## src/rtl/dl11_multi_regs_if.sv

```systemverilog
// dl11_multi_regs_if: iopage bus, interrupt and per-line uart byte streams of the DL11 block
interface dl11_multi_regs_if #(
  parameter int NCHAN = 4
);
  logic [12:0]        iopage_addr;
  logic [15:0]        data_in;
  logic [15:0]        data_out;
  logic               decode;
  logic               iopage_rd;
  logic               iopage_wr;
  logic               iopage_byte_op;
  logic               interrupt;
  logic               interrupt_ack;
  logic [7:0]         vector;
  logic [8*NCHAN-1:0] tx_data;
  logic [NCHAN-1:0]   tx_valid;
  logic [NCHAN-1:0]   tx_ready;
  logic [8*NCHAN-1:0] rx_data;
  logic [NCHAN-1:0]   rx_valid;

  modport slave (
    input  iopage_addr, data_in, iopage_rd, iopage_wr, iopage_byte_op, interrupt_ack,
           tx_ready, rx_data, rx_valid,
    output data_out, decode, interrupt, vector, tx_data, tx_valid
  );

  modport master (
    output iopage_addr, data_in, iopage_rd, iopage_wr, iopage_byte_op, interrupt_ack,
           tx_ready, rx_data, rx_valid,
    input  data_out, decode, interrupt, vector, tx_data, tx_valid
  );
endinterface

```

## src/rtl/dl11_multi_regs.sv

```systemverilog
// dl11_multi_regs: NCHAN DL11 serial lines (RCSR/RBUF/XCSR/XBUF) with RX FIFOs and one arbitrated vector
module dl11_multi_regs #(
  parameter int          NCHAN      = 4,
  parameter logic [12:0] BASE_ADDR  = 13'o16500,
  parameter logic [7:0]  VEC_BASE   = 8'o300,
  parameter int          FIFO_DEPTH = 4,
  parameter int          FIFO_AW    = 2
) (
  input logic             clk,
  input logic             reset,
  dl11_multi_regs_if.slave bus
);

  logic [5:0]       off;
  logic [2:0]       line;
  logic [1:0]       rsel;
  logic             odd_byte;
  logic [7:0]       wdat;
  logic [15:0]      rword [NCHAN];
  logic [NCHAN-1:0] rx_act;
  logic [NCHAN-1:0] tx_act;
  logic             any;
  logic             sel_tx;
  logic [2:0]       sel;

  assign off      = 6'(bus.iopage_addr - BASE_ADDR);
  assign line     = off[5:3];
  assign rsel     = off[2:1];
  assign odd_byte = off[0] && bus.iopage_byte_op;
  assign wdat     = odd_byte ? bus.data_in[15:8] : bus.data_in[7:0];
  assign bus.decode = ({1'b0, bus.iopage_addr} >= {1'b0, BASE_ADDR}) &&
                      ({1'b0, bus.iopage_addr} < 14'(BASE_ADDR + 8 * NCHAN));

  always_comb begin
    bus.data_out = '0;
    for (int n = 0; n < NCHAN; n++)
      if (bus.decode && bus.iopage_rd && line == 3'(n))
        bus.data_out = odd_byte ? {8'h00, rword[n][15:8]} : rword[n];
  end

  // Scan from the highest line down so the lowest active line wins; RX overrides TX within a line
  always_comb begin
    any    = 1'b0;
    sel_tx = 1'b0;
    sel    = '0;
    for (int n = NCHAN - 1; n >= 0; n--) begin
      if (tx_act[n]) begin
        any    = 1'b1;
        sel_tx = 1'b1;
        sel    = 3'(n);
      end
      if (rx_act[n]) begin
        any    = 1'b1;
        sel_tx = 1'b0;
        sel    = 3'(n);
      end
    end
  end

  assign bus.interrupt = any;
  assign bus.vector    = any ? VEC_BASE + {2'b00, sel, sel_tx, 2'b00} : 8'h00;

  for (genvar g = 0; g < NCHAN; g++) begin : ln
    logic [7:0]         mem_q [FIFO_DEPTH];
    logic [FIFO_AW-1:0] rp_q;
    logic [FIFO_AW-1:0] wp_q;
    logic [FIFO_AW:0]   cnt_q;
    logic [FIFO_AW:0]   cnt_d;
    logic [7:0]         xbuf_q;
    logic               ovr_q;
    logic               rie_q;
    logic               xie_q;
    logic               busy_q;
    logic               rx_pend_q;
    logic               tx_pend_q;
    logic               rd_q;
    logic               hit;
    logic               rd_rbuf;
    logic               rd_edge;
    logic               pop;
    logic               full;
    logic               done;
    logic               accept;
    logic               drop;
    logic               wr_rcsr;
    logic               wr_xcsr;
    logic               wr_xbuf;
    logic               ack_rx;
    logic               ack_tx;
    logic               rx_set;
    logic               tx_set;

    assign hit     = bus.decode && line == 3'(g);
    assign rd_rbuf = hit && bus.iopage_rd && rsel == 2'd1;
    assign rd_edge = rd_rbuf && !rd_q;
    assign done    = cnt_q != '0;
    assign pop     = rd_edge && done;
    assign full    = cnt_q == (FIFO_AW + 1)'(FIFO_DEPTH);
    // A pop in the same cycle frees the slot, so a full FIFO can still accept
    assign accept  = bus.rx_valid[g] && (!full || pop);
    assign drop    = bus.rx_valid[g] && full && !pop;
    assign cnt_d   = cnt_q + (FIFO_AW + 1)'(accept) - (FIFO_AW + 1)'(pop);
    assign wr_rcsr = hit && bus.iopage_wr && rsel == 2'd0;
    assign wr_xcsr = hit && bus.iopage_wr && rsel == 2'd2;
    assign wr_xbuf = hit && bus.iopage_wr && rsel == 2'd3;
    assign ack_rx  = bus.interrupt_ack && any && !sel_tx && sel == 3'(g);
    assign ack_tx  = bus.interrupt_ack && any && sel_tx && sel == 3'(g);
    assign rx_set  = accept || (wr_rcsr && wdat[6] && !rie_q && done);
    assign tx_set  = (busy_q && bus.tx_ready[g]) || (wr_xcsr && wdat[6] && !xie_q && !busy_q);

    always_ff @(posedge clk)
      if (accept) mem_q[wp_q] <= bus.rx_data[8*g +: 8];

    always_ff @(posedge clk) begin
      if (reset) begin
        rp_q      <= '0;
        wp_q      <= '0;
        cnt_q     <= '0;
        xbuf_q    <= '0;
        ovr_q     <= 1'b0;
        rie_q     <= 1'b0;
        xie_q     <= 1'b0;
        busy_q    <= 1'b0;
        rx_pend_q <= 1'b0;
        tx_pend_q <= 1'b1;
        rd_q      <= 1'b0;
      end else begin
        rd_q      <= rd_rbuf;
        rp_q      <= rp_q + FIFO_AW'(pop);
        wp_q      <= wp_q + FIFO_AW'(accept);
        cnt_q     <= cnt_d;
        ovr_q     <= drop || (ovr_q && !rd_edge);
        rie_q     <= wr_rcsr ? wdat[6] : rie_q;
        xie_q     <= wr_xcsr ? wdat[6] : xie_q;
        xbuf_q    <= wr_xbuf ? wdat : xbuf_q;
        busy_q    <= busy_q ? !bus.tx_ready[g] : wr_xbuf;
        rx_pend_q <= rx_set || (rx_pend_q && !ack_rx);
        tx_pend_q <= tx_set || (tx_pend_q && !ack_tx);
      end
    end

    assign rword[g] = rsel == 2'd0 ? {8'h00, done, rie_q, 6'b0} :
                      rsel == 2'd1 ? {ovr_q, ovr_q, 6'b0, done ? mem_q[rp_q] : 8'h00} :
                      rsel == 2'd2 ? {8'h00, !busy_q, xie_q, 6'b0} :
                                     {8'h00, xbuf_q};
    assign rx_act[g]                = rx_pend_q && rie_q;
    assign tx_act[g]                = tx_pend_q && xie_q;
    assign bus.tx_valid[g]          = busy_q;
    assign bus.tx_data[8*g +: 8]    = xbuf_q;
  end

endmodule
```

## src/flat_wrapper.sv

```systemverilog
// flat-port wrapper written by rule: the top's interface ports become plain ports
module dl11_multi_regs_flat 
#(
  parameter int          NCHAN      = 4,
  parameter logic [12:0] BASE_ADDR  = 13'o16500,
  parameter logic [7:0]  VEC_BASE   = 8'o300,
  parameter int          FIFO_DEPTH = 4,
  parameter int          FIFO_AW    = 2
)
  (clk, reset, bus_iopage_addr, bus_data_in, bus_iopage_rd, bus_iopage_wr, bus_iopage_byte_op, bus_interrupt_ack, bus_tx_ready, bus_rx_data, bus_rx_valid, bus_data_out, bus_decode, bus_interrupt, bus_vector, bus_tx_data, bus_tx_valid);
  dl11_multi_regs_if #(.NCHAN(NCHAN)) bus_i ();
  input logic clk;
  input logic reset;
  input wire logic [$bits(bus_i.iopage_addr)-1:0] bus_iopage_addr;
  input wire logic [$bits(bus_i.data_in)-1:0] bus_data_in;
  input wire logic [$bits(bus_i.iopage_rd)-1:0] bus_iopage_rd;
  input wire logic [$bits(bus_i.iopage_wr)-1:0] bus_iopage_wr;
  input wire logic [$bits(bus_i.iopage_byte_op)-1:0] bus_iopage_byte_op;
  input wire logic [$bits(bus_i.interrupt_ack)-1:0] bus_interrupt_ack;
  input wire logic [$bits(bus_i.tx_ready)-1:0] bus_tx_ready;
  input wire logic [$bits(bus_i.rx_data)-1:0] bus_rx_data;
  input wire logic [$bits(bus_i.rx_valid)-1:0] bus_rx_valid;
  output wire logic [$bits(bus_i.data_out)-1:0] bus_data_out;
  output wire logic [$bits(bus_i.decode)-1:0] bus_decode;
  output wire logic [$bits(bus_i.interrupt)-1:0] bus_interrupt;
  output wire logic [$bits(bus_i.vector)-1:0] bus_vector;
  output wire logic [$bits(bus_i.tx_data)-1:0] bus_tx_data;
  output wire logic [$bits(bus_i.tx_valid)-1:0] bus_tx_valid;
  assign bus_i.iopage_addr = bus_iopage_addr;
  assign bus_i.data_in = bus_data_in;
  assign bus_i.iopage_rd = bus_iopage_rd;
  assign bus_i.iopage_wr = bus_iopage_wr;
  assign bus_i.iopage_byte_op = bus_iopage_byte_op;
  assign bus_i.interrupt_ack = bus_interrupt_ack;
  assign bus_i.tx_ready = bus_tx_ready;
  assign bus_i.rx_data = bus_rx_data;
  assign bus_i.rx_valid = bus_rx_valid;
  assign bus_data_out = bus_i.data_out;
  assign bus_decode = bus_i.decode;
  assign bus_interrupt = bus_i.interrupt;
  assign bus_vector = bus_i.vector;
  assign bus_tx_data = bus_i.tx_data;
  assign bus_tx_valid = bus_i.tx_valid;
  dl11_multi_regs #(.NCHAN(NCHAN), .BASE_ADDR(BASE_ADDR), .VEC_BASE(VEC_BASE), .FIFO_DEPTH(FIFO_DEPTH), .FIFO_AW(FIFO_AW)) u_core (.clk(clk), .reset(reset), .bus(bus_i));
endmodule
```

## config.mk

```make
export PLATFORM = sky130hd
export DESIGN_NAME = dl11_multi_regs_flat
export DESIGN_NICKNAME = d
export VERILOG_FILES = /design/src/rtl/dl11_multi_regs_if.sv /design/src/rtl/dl11_multi_regs.sv /design/src/flat_wrapper.sv
export SDC_FILE = /design/constraint.sdc
export NUM_CORES = 1
export LEC_CHECK = 0
export BUFFER_PORTS_ARGS = -buffer_cell sky130_fd_sc_hd__buf_4
export CAP_MARGIN = 40
export CORE_MARGIN = 8
export CORE_UTILIZATION = 50
export DETAILED_ROUTE_END_ITERATION = 10
export PLACE_DENSITY = 0.73
export SLEW_MARGIN = 20
export SYNTH_ARGS = -nofsm -noshare
export SYNTH_HDL_FRONTEND = slang
export SYNTH_SLANG_ARGS = --single-unit
```

## constraint.sdc

```tcl
create_clock -name clk -period 2.7 [get_ports clk]
set_input_delay 0.27 -clock clk [delete_from_list [all_inputs] [get_ports clk]]
set_output_delay 0.27 -clock clk [all_outputs]
set_load 0.02 [all_outputs]
```

# Word level (Yosys, flattened, before mapping)
# Memory sizes are Yosys's and may differ from the RTL's. A register that Yosys moved wholly into a read port is not among the register bits.
# Index checks and enable logic that the tools add are counted.
word_totals:
  ff_bits: 88
  mem_bits_rw: 128
  inputBits: 75
  out_inout_bits: 62
  wordCells: 332
  n_memories: 4
op_classes:
  n_addsub: 18
  n_lt_le_gt_ge: 2
  eq_ne: 13
  n_mux: 65
  reduce_logical: 186
mem_list:
  columns: ["memory", "words", "word_bits", "rd", "rd_ports_with_merged_regs", "wr", "line_no", "source"]
  rows:
  - ["u_core.ln[0].mem_q", 4, 8, 1, 1, 1, "dl11_multi_regs.sv:64", "logic [7:0] mem_q [FIFO_DEPTH];"]
  - ["u_core.ln[1].mem_q", 4, 8, 1, 1, 1, "dl11_multi_regs.sv:64", null]
  - ["u_core.ln[2].mem_q", 4, 8, 1, 1, 1, "dl11_multi_regs.sv:64", null]
  - ["u_core.ln[3].mem_q", 4, 8, 1, 1, 1, "dl11_multi_regs.sv:64", null]
ops:
  columns: ["op", "count"]
  rows:
  - ["2-to-1 mux 16 bit", 16]
  - ["logical AND 1 bit", 114]
  - ["2-to-1 mux 8 bit", 10]
  - ["zero test 1 bit", 41]
  - ["2-to-1 mux 1 bit", 27]
  - ["logical OR 1 bit", 24]
  - ["2-to-1 mux 2 bit", 12]
  - ["adder 2 x 1 -> 2 bit", 8]
  - ["greater-or-equal comparator 13 bit, second input constant", 1]
  - ["< comparator 13 bit, second input constant", 1]
  - ["adder 3 x 1 -> 3 bit", 4]
  - ["== test 3 bit, second input constant", 4]
  - ["nonzero test 3 bit", 4]
  - ["subtractor 3 x 1 -> 3 bit", 4]
  - ["adder 7 x 6 -> 8 bit, first input constant", 1]
  - ["== test 2 bit, second input constant", 4]
  - ["== test 3 x 2 -> 1 bit, second input constant", 2]
  - ["zero test 3 bit", 2]
  - ["subtractor 6 x 1 -> 6 bit, second input constant", 1]
  - ["== test 2 x 1 -> 1 bit, second input constant", 2]
  - ["== test 3 x 1 -> 1 bit, second input constant", 1]
  - ["zero test 2 bit", 1]

# Longest topological paths before layout
depth:
  ltp_word: 15
  mapped_depth: 13
  depth_no_buf: 12

# Worst setup path before layout
# OpenSTA, ideal clock, no wires.
synth_path:
  kind: "in2reg"
  startpoint: "in bus_iopage_addr[9]"
  endpoint: "reg u_core.ln[3].cnt_q[2]"
  arrival_ps: 2755
  path_slack_ps: -182
  cell_stages: 13
  n_path_buf: 1
  cell_sequence: "and4b_1 > clkbuf_2 > nand3_1 > or2_2 > nor4_1 > ha_1 > inv_1 > ha_1 > inv_1 > fa_1 > xor2_1 > xnor2_1 > nor2_1"
synth_between:
  elab_chain_cells: 11
  elab_cells_between_ends: 12
  cone_classes: "add/sub: 2; order compare: 2; reduce/logical: 8"
synth_rtl:
  columns: ["item", "line_no", "source"]
  rows:
  - ["start, declared", "flat_wrapper.sv:14", "input wire logic [$bits(bus_i.iopage_addr)-1:0] bus_iopage_addr;"]
  - ["greater-or-equal comparator 13 bit or < comparator 13 bit (tied branches)", "dl11_multi_regs.sv:31, dl11_multi_regs.sv:32", null]
  - ["logical AND 1 bit (*)", "dl11_multi_regs.sv:31", "assign bus.decode = ({1'b0, bus.iopage_addr} >= {1'b0, BASE_ADDR}) &&"]
  - ["logical AND 1 bit (*)", "dl11_multi_regs.sv:93", "assign hit = bus.decode && line == 3'(g);"]
  - ["logical AND 1 bit (*) (2 in a row)", "dl11_multi_regs.sv:94", "assign rd_rbuf = hit && bus.iopage_rd && rsel == 2'd1;"]
  - ["logical AND 1 bit (*)", "dl11_multi_regs.sv:95", "assign rd_edge = rd_rbuf && !rd_q;"]
  - ["logical AND 1 bit (*)", "dl11_multi_regs.sv:97", "assign pop = rd_edge && done;"]
  - ["logical OR 1 bit", "dl11_multi_regs.sv:100", "assign accept = bus.rx_valid[g] && (!full || pop);"]
  - ["logical AND 1 bit", "dl11_multi_regs.sv:100", null]
  - ["adder 3 x 1 -> 3 bit", "dl11_multi_regs.sv:102", "assign cnt_d = cnt_q + (FIFO_AW + 1)'(accept) - (FIFO_AW + 1)'(pop);"]
  - ["subtractor 3 x 1 -> 3 bit (*)", "dl11_multi_regs.sv:102", null]
  - ["end signal, assigned", "dl11_multi_regs.sv:131", "cnt_q <= cnt_d;"]
  - ["end, declared", "dl11_multi_regs.sv:67", "logic [FIFO_AW:0] cnt_q;"]
# Mark *: on every way between the ends. The rest lies on a longest branch, timed or not.
# A chain may end at the register's enable or synchronous reset.

==> results.toml <==
[status]
status = "completed"

[layout]
stdcell_count = 1230
fin_nets = 1071
syn_to_final_growth_pct = 31.4
drive_gt1_share_pct = 31.6
nFillCells = 1365

[worst_setup_path]
timing.rr.end = "u_core.ln[2].cnt_q[2]"
arrival_ps = 2400
regToRegSetupSlack_ps = 410
critPathMaxFanout = 8
crit_path_start_kind = "register"
crit_required_ps = 2430
worst-path-buf-inv = 2
path_cells = "buf_12 -> mux4_2 -> o21ai_2 -> o2111ai_1 -> a21oi_2 -> o22ai_2 -> buf_4"
r2r_start = "u_core.ln[2].rd_q"
max_stage_delay_ps = 560
worst_path_max_delay_cell = "mux4_2"
r2r.worst_path.cells = 10
cp_top_family = "compound AO/OA/AOI/OAI gates"
worstSetupPathType = "reg -> out"
crit_path_end_kind = "output port"

[global_route]
antenna_found_initial = 1
grt_pass1_wl_um = 39500
grt_usage_pct = 21.2
grt_pass1_vias = 7130
grt-ovfl-total = 0
grt_max_degree = 72

[detailed_routing]
wl_um = 25600
vias_per_cell = 5.85
drtPass1Iterations = 5
vias = 7191
antenna_left = 0
drc = 0
drt-initial-drc-count = 550
wl_per_cell_um = 20.8

[sta]
holdWs_ps = 25.7
setup_viol = 0
setup_ws_ps = 34.2
fin_crit_sh_pct = 98.7
maxSlewViolCount = 0
finalHoldViolCount = 0
clock.fmax_mhz = 375
layout_min_cycle_time_ps = 2670
rsz0062_at_grt = "true"
clock_skew_ps = 18.1
relSlewSlack_pct = 57.7
tightest_slew_ps = 616

[min_path]
min-delay-path-class = "in -> reg"
hold_end = "u_core.ln[2].tx_pend_q"
holdPathStages = 3
min_from = "bus_tx_ready[2]"

[logic_synthesis]
synth_ff_type = "edfxtp_1"
yosys-top-cells-count = "edfxtp_1, dfxtp_1, nor2_1"
synth_xor_xnor_area_share_pct = 1.58
synth_edf_count = 128
synth_compound_area_share_pct = 10.2
synth.area.top_cells = "edfxtp_1, dfxtp_1, mux4_2"
yosys.area_share.adder_pct = 2.71
synth_cell_type_count = 59
async_reset_ff_share_pct = 0
seq_area_frac_synth_pct = 59.4
ys_seq_elements = 216
ys_warn_count = 0
synth_top_family_by_area = "simple AND/OR/NAND/NOR gates"
synth_area_um2 = 9440
synth_mux_area_share_pct = 9.47
yosysTopAreaCellShare_pct = 40.7
synthSimpleGateAreaFrac_pct = 12.4
yosysTopAreaCell = "edfxtp_1"
syn_area_per_cell_um2 = 12.4
synth_cells = 760
yosysMostFrequentCell = "edfxtp_1"

[floorplanning]
core_um2 = 18600
initial_core_util_pct = 50.6
fp-row-count = 50
die_area_um2 = 23500
num_io_pins = 137
die_y_um = 153
die_w_um = 153

[clock_tree]
cts_made_buffers = 23
clockBufferDepth = 3
clock-root-buffer = "clkbuf_16"
tritoncts = "done"
clk_latency_ps = 520
clkSinkCount = 216
h-tree-depth = 1
clk_pin_slew_worst_paths_ps = 60

[placed_design]
dp_hpwl_um = 18300
gp_congestion = 0.931
post-place-ws_ps = -136
numPortBuffers = 127
placed_cells = 1151

[power_and_ir_drop]
leakage_uw = 0.00462
p_total_uw = 8480
peakVddDrop_v = 0.000556
p_per_area_nw_per_um2 = 684

[run]
cap_violations = 0
## logic make-up after synthesis
| kind of cell | count (synthesis) |
|---|---|
| buffers and inverters | 83 |
| AO/OA/AOI/OAI | 139 |
| AND/OR/NAND/NOR | 237 |
| multiplexers | 49 |
| XOR/XNOR | 17 |
| flip-flops | 216 |
| other | 1 |
| adder cells (fa/ha/maj) | 18 |
## cell usage in the layout (no fill, tap or decap), types with 7 or more instances in the layout
| master | synthesis | routed |
|---|---|---|
| a211oi_1 | 38 | 35 |
| a21oi_1 | 22 | 18 |
| a221oi_1 | 16 | 16 |
| a31oi_1 | 11 | 11 |
| buf_4 | 19 | 200 |
| clkbuf_16 | 0 | 24 |
| conb_1 | 1 | 9 |
| dfxtp_1 | 88 | 83 |
| dlygate4sd3_1 | 0 | 34 |
| edfxtp_1 | 128 | 128 |
| ha_1 | 14 | 14 |
| inv_1 | 27 | 27 |
| mux2i_1 | 15 | 15 |
| mux4_2 | 32 | 32 |
| nand2_1 | 43 | 43 |
| nand3_1 | 9 | 8 |
| nor2_1 | 86 | 85 |
| nor2b_1 | 15 | 15 |
| nor3_1 | 27 | 24 |
| nor3b_1 | 7 | 7 |
| nor4_1 | 11 | 9 |
| o21ai_0 | 19 | 18 |
| xnor2_1 | 13 | 13 |
## what timing repair did
action | 4_1_cts | 5_1_grt
setup endpoints to repair | 8 | 8
gates resized for setup | 17 | 17
endpoints found under the hold margin | 130 | 0
pin swaps | 4 | 4
buffers inserted | 1 | 0
hold buffers | 34 | 0
## through the flow
stage | TNS (ps) | util [%] | instance area (µm²)
4_1_cts | -205 | 66.1 | 12300
6_report | 0 | 66.5 | 12400
5_1_grt | -71.1 | 66.5 | 12400
2_1_floorplan | 0 | - | 9490
3_5_place_dp | -269 | 59.4 | 11100
3_3_place_gp | -196 | 59.3 | 11100
## worst min-delay path: cells and delay by family
kind | cells | cell delay [ps]
compound gates | 2 | 140
buf+inv | 1 | 90
## registers in the layout, indices dropped and copies added (netlist names)
register             count
u_core.ln.rd_q           4
u_core.ln.busy_q         4
u_core.ln.ovr_q          4
u_core.ln.mem_q        128
u_core.ln.xie_q          4
u_core.ln.rx_pend_q      4
u_core.ln.wp_q           8
u_core.ln.cnt_q         12
u_core.ln.rp_q           8
u_core.ln.rie_q          4
u_core.ln.tx_pend_q      4
u_core.ln.xbuf_q        32
## where the power goes
part,leakage [µW],internal (µW),total (µW),switching (µW)
sequential,0.00189,3780,3930,149
clock,0.000411,2070,3370,1300
combinational,0.00232,550,1180,629
## routing by layer
metal  vias up  GRT usage (%)  share of wire, %
li1       3299              -                 -
met3        57           4.14               7.4
met1      3522           27.5                41
met2       313           35.1                49
met4         0           7.28               3.0
met5         -              0                 0
## layout make-up
| class | count | area (µm²) | area share (%) |
|---|---|---|---|
| flip-flops and latches | 216 | 5620 | 45.3 |
| repair buffers | 241 | 1980 | 16.0 |
| clock inverters | 11 | 154 | 1.24 |
| multi-input cells | 469 | 3570 | 28.8 |
| diodes | 1 | 2.50 | 0.0202 |
| well taps | 234 | 293 | 2.36 |
| inverters | 27 | 101 | 0.817 |
| clock buffers | 31 | 678 | 5.47 |
## how the worst max path moves through the flow
stage                                         from               endpoint  slack [ps]  cells past startpoint
after CTS                 u_core.ln[0].mem_q[3][6]        bus_data_out[6]        -150                      7
after global placement          bus_iopage_addr[9]  u_core.ln[3].cnt_q[2]         -90                     13
after global routing          u_core.ln[3].rp_q[0]        bus_data_out[7]         -50                      6
after floorplan                 bus_iopage_addr[9]  u_core.ln[3].cnt_q[2]          50                     13
final                         u_core.ln[1].rp_q[0]        bus_data_out[7]          30                      7
after detailed placement        bus_iopage_addr[5]  u_core.ln[3].cnt_q[2]        -140                     13
No activity file was read; power rests on OpenSTA's default activity.
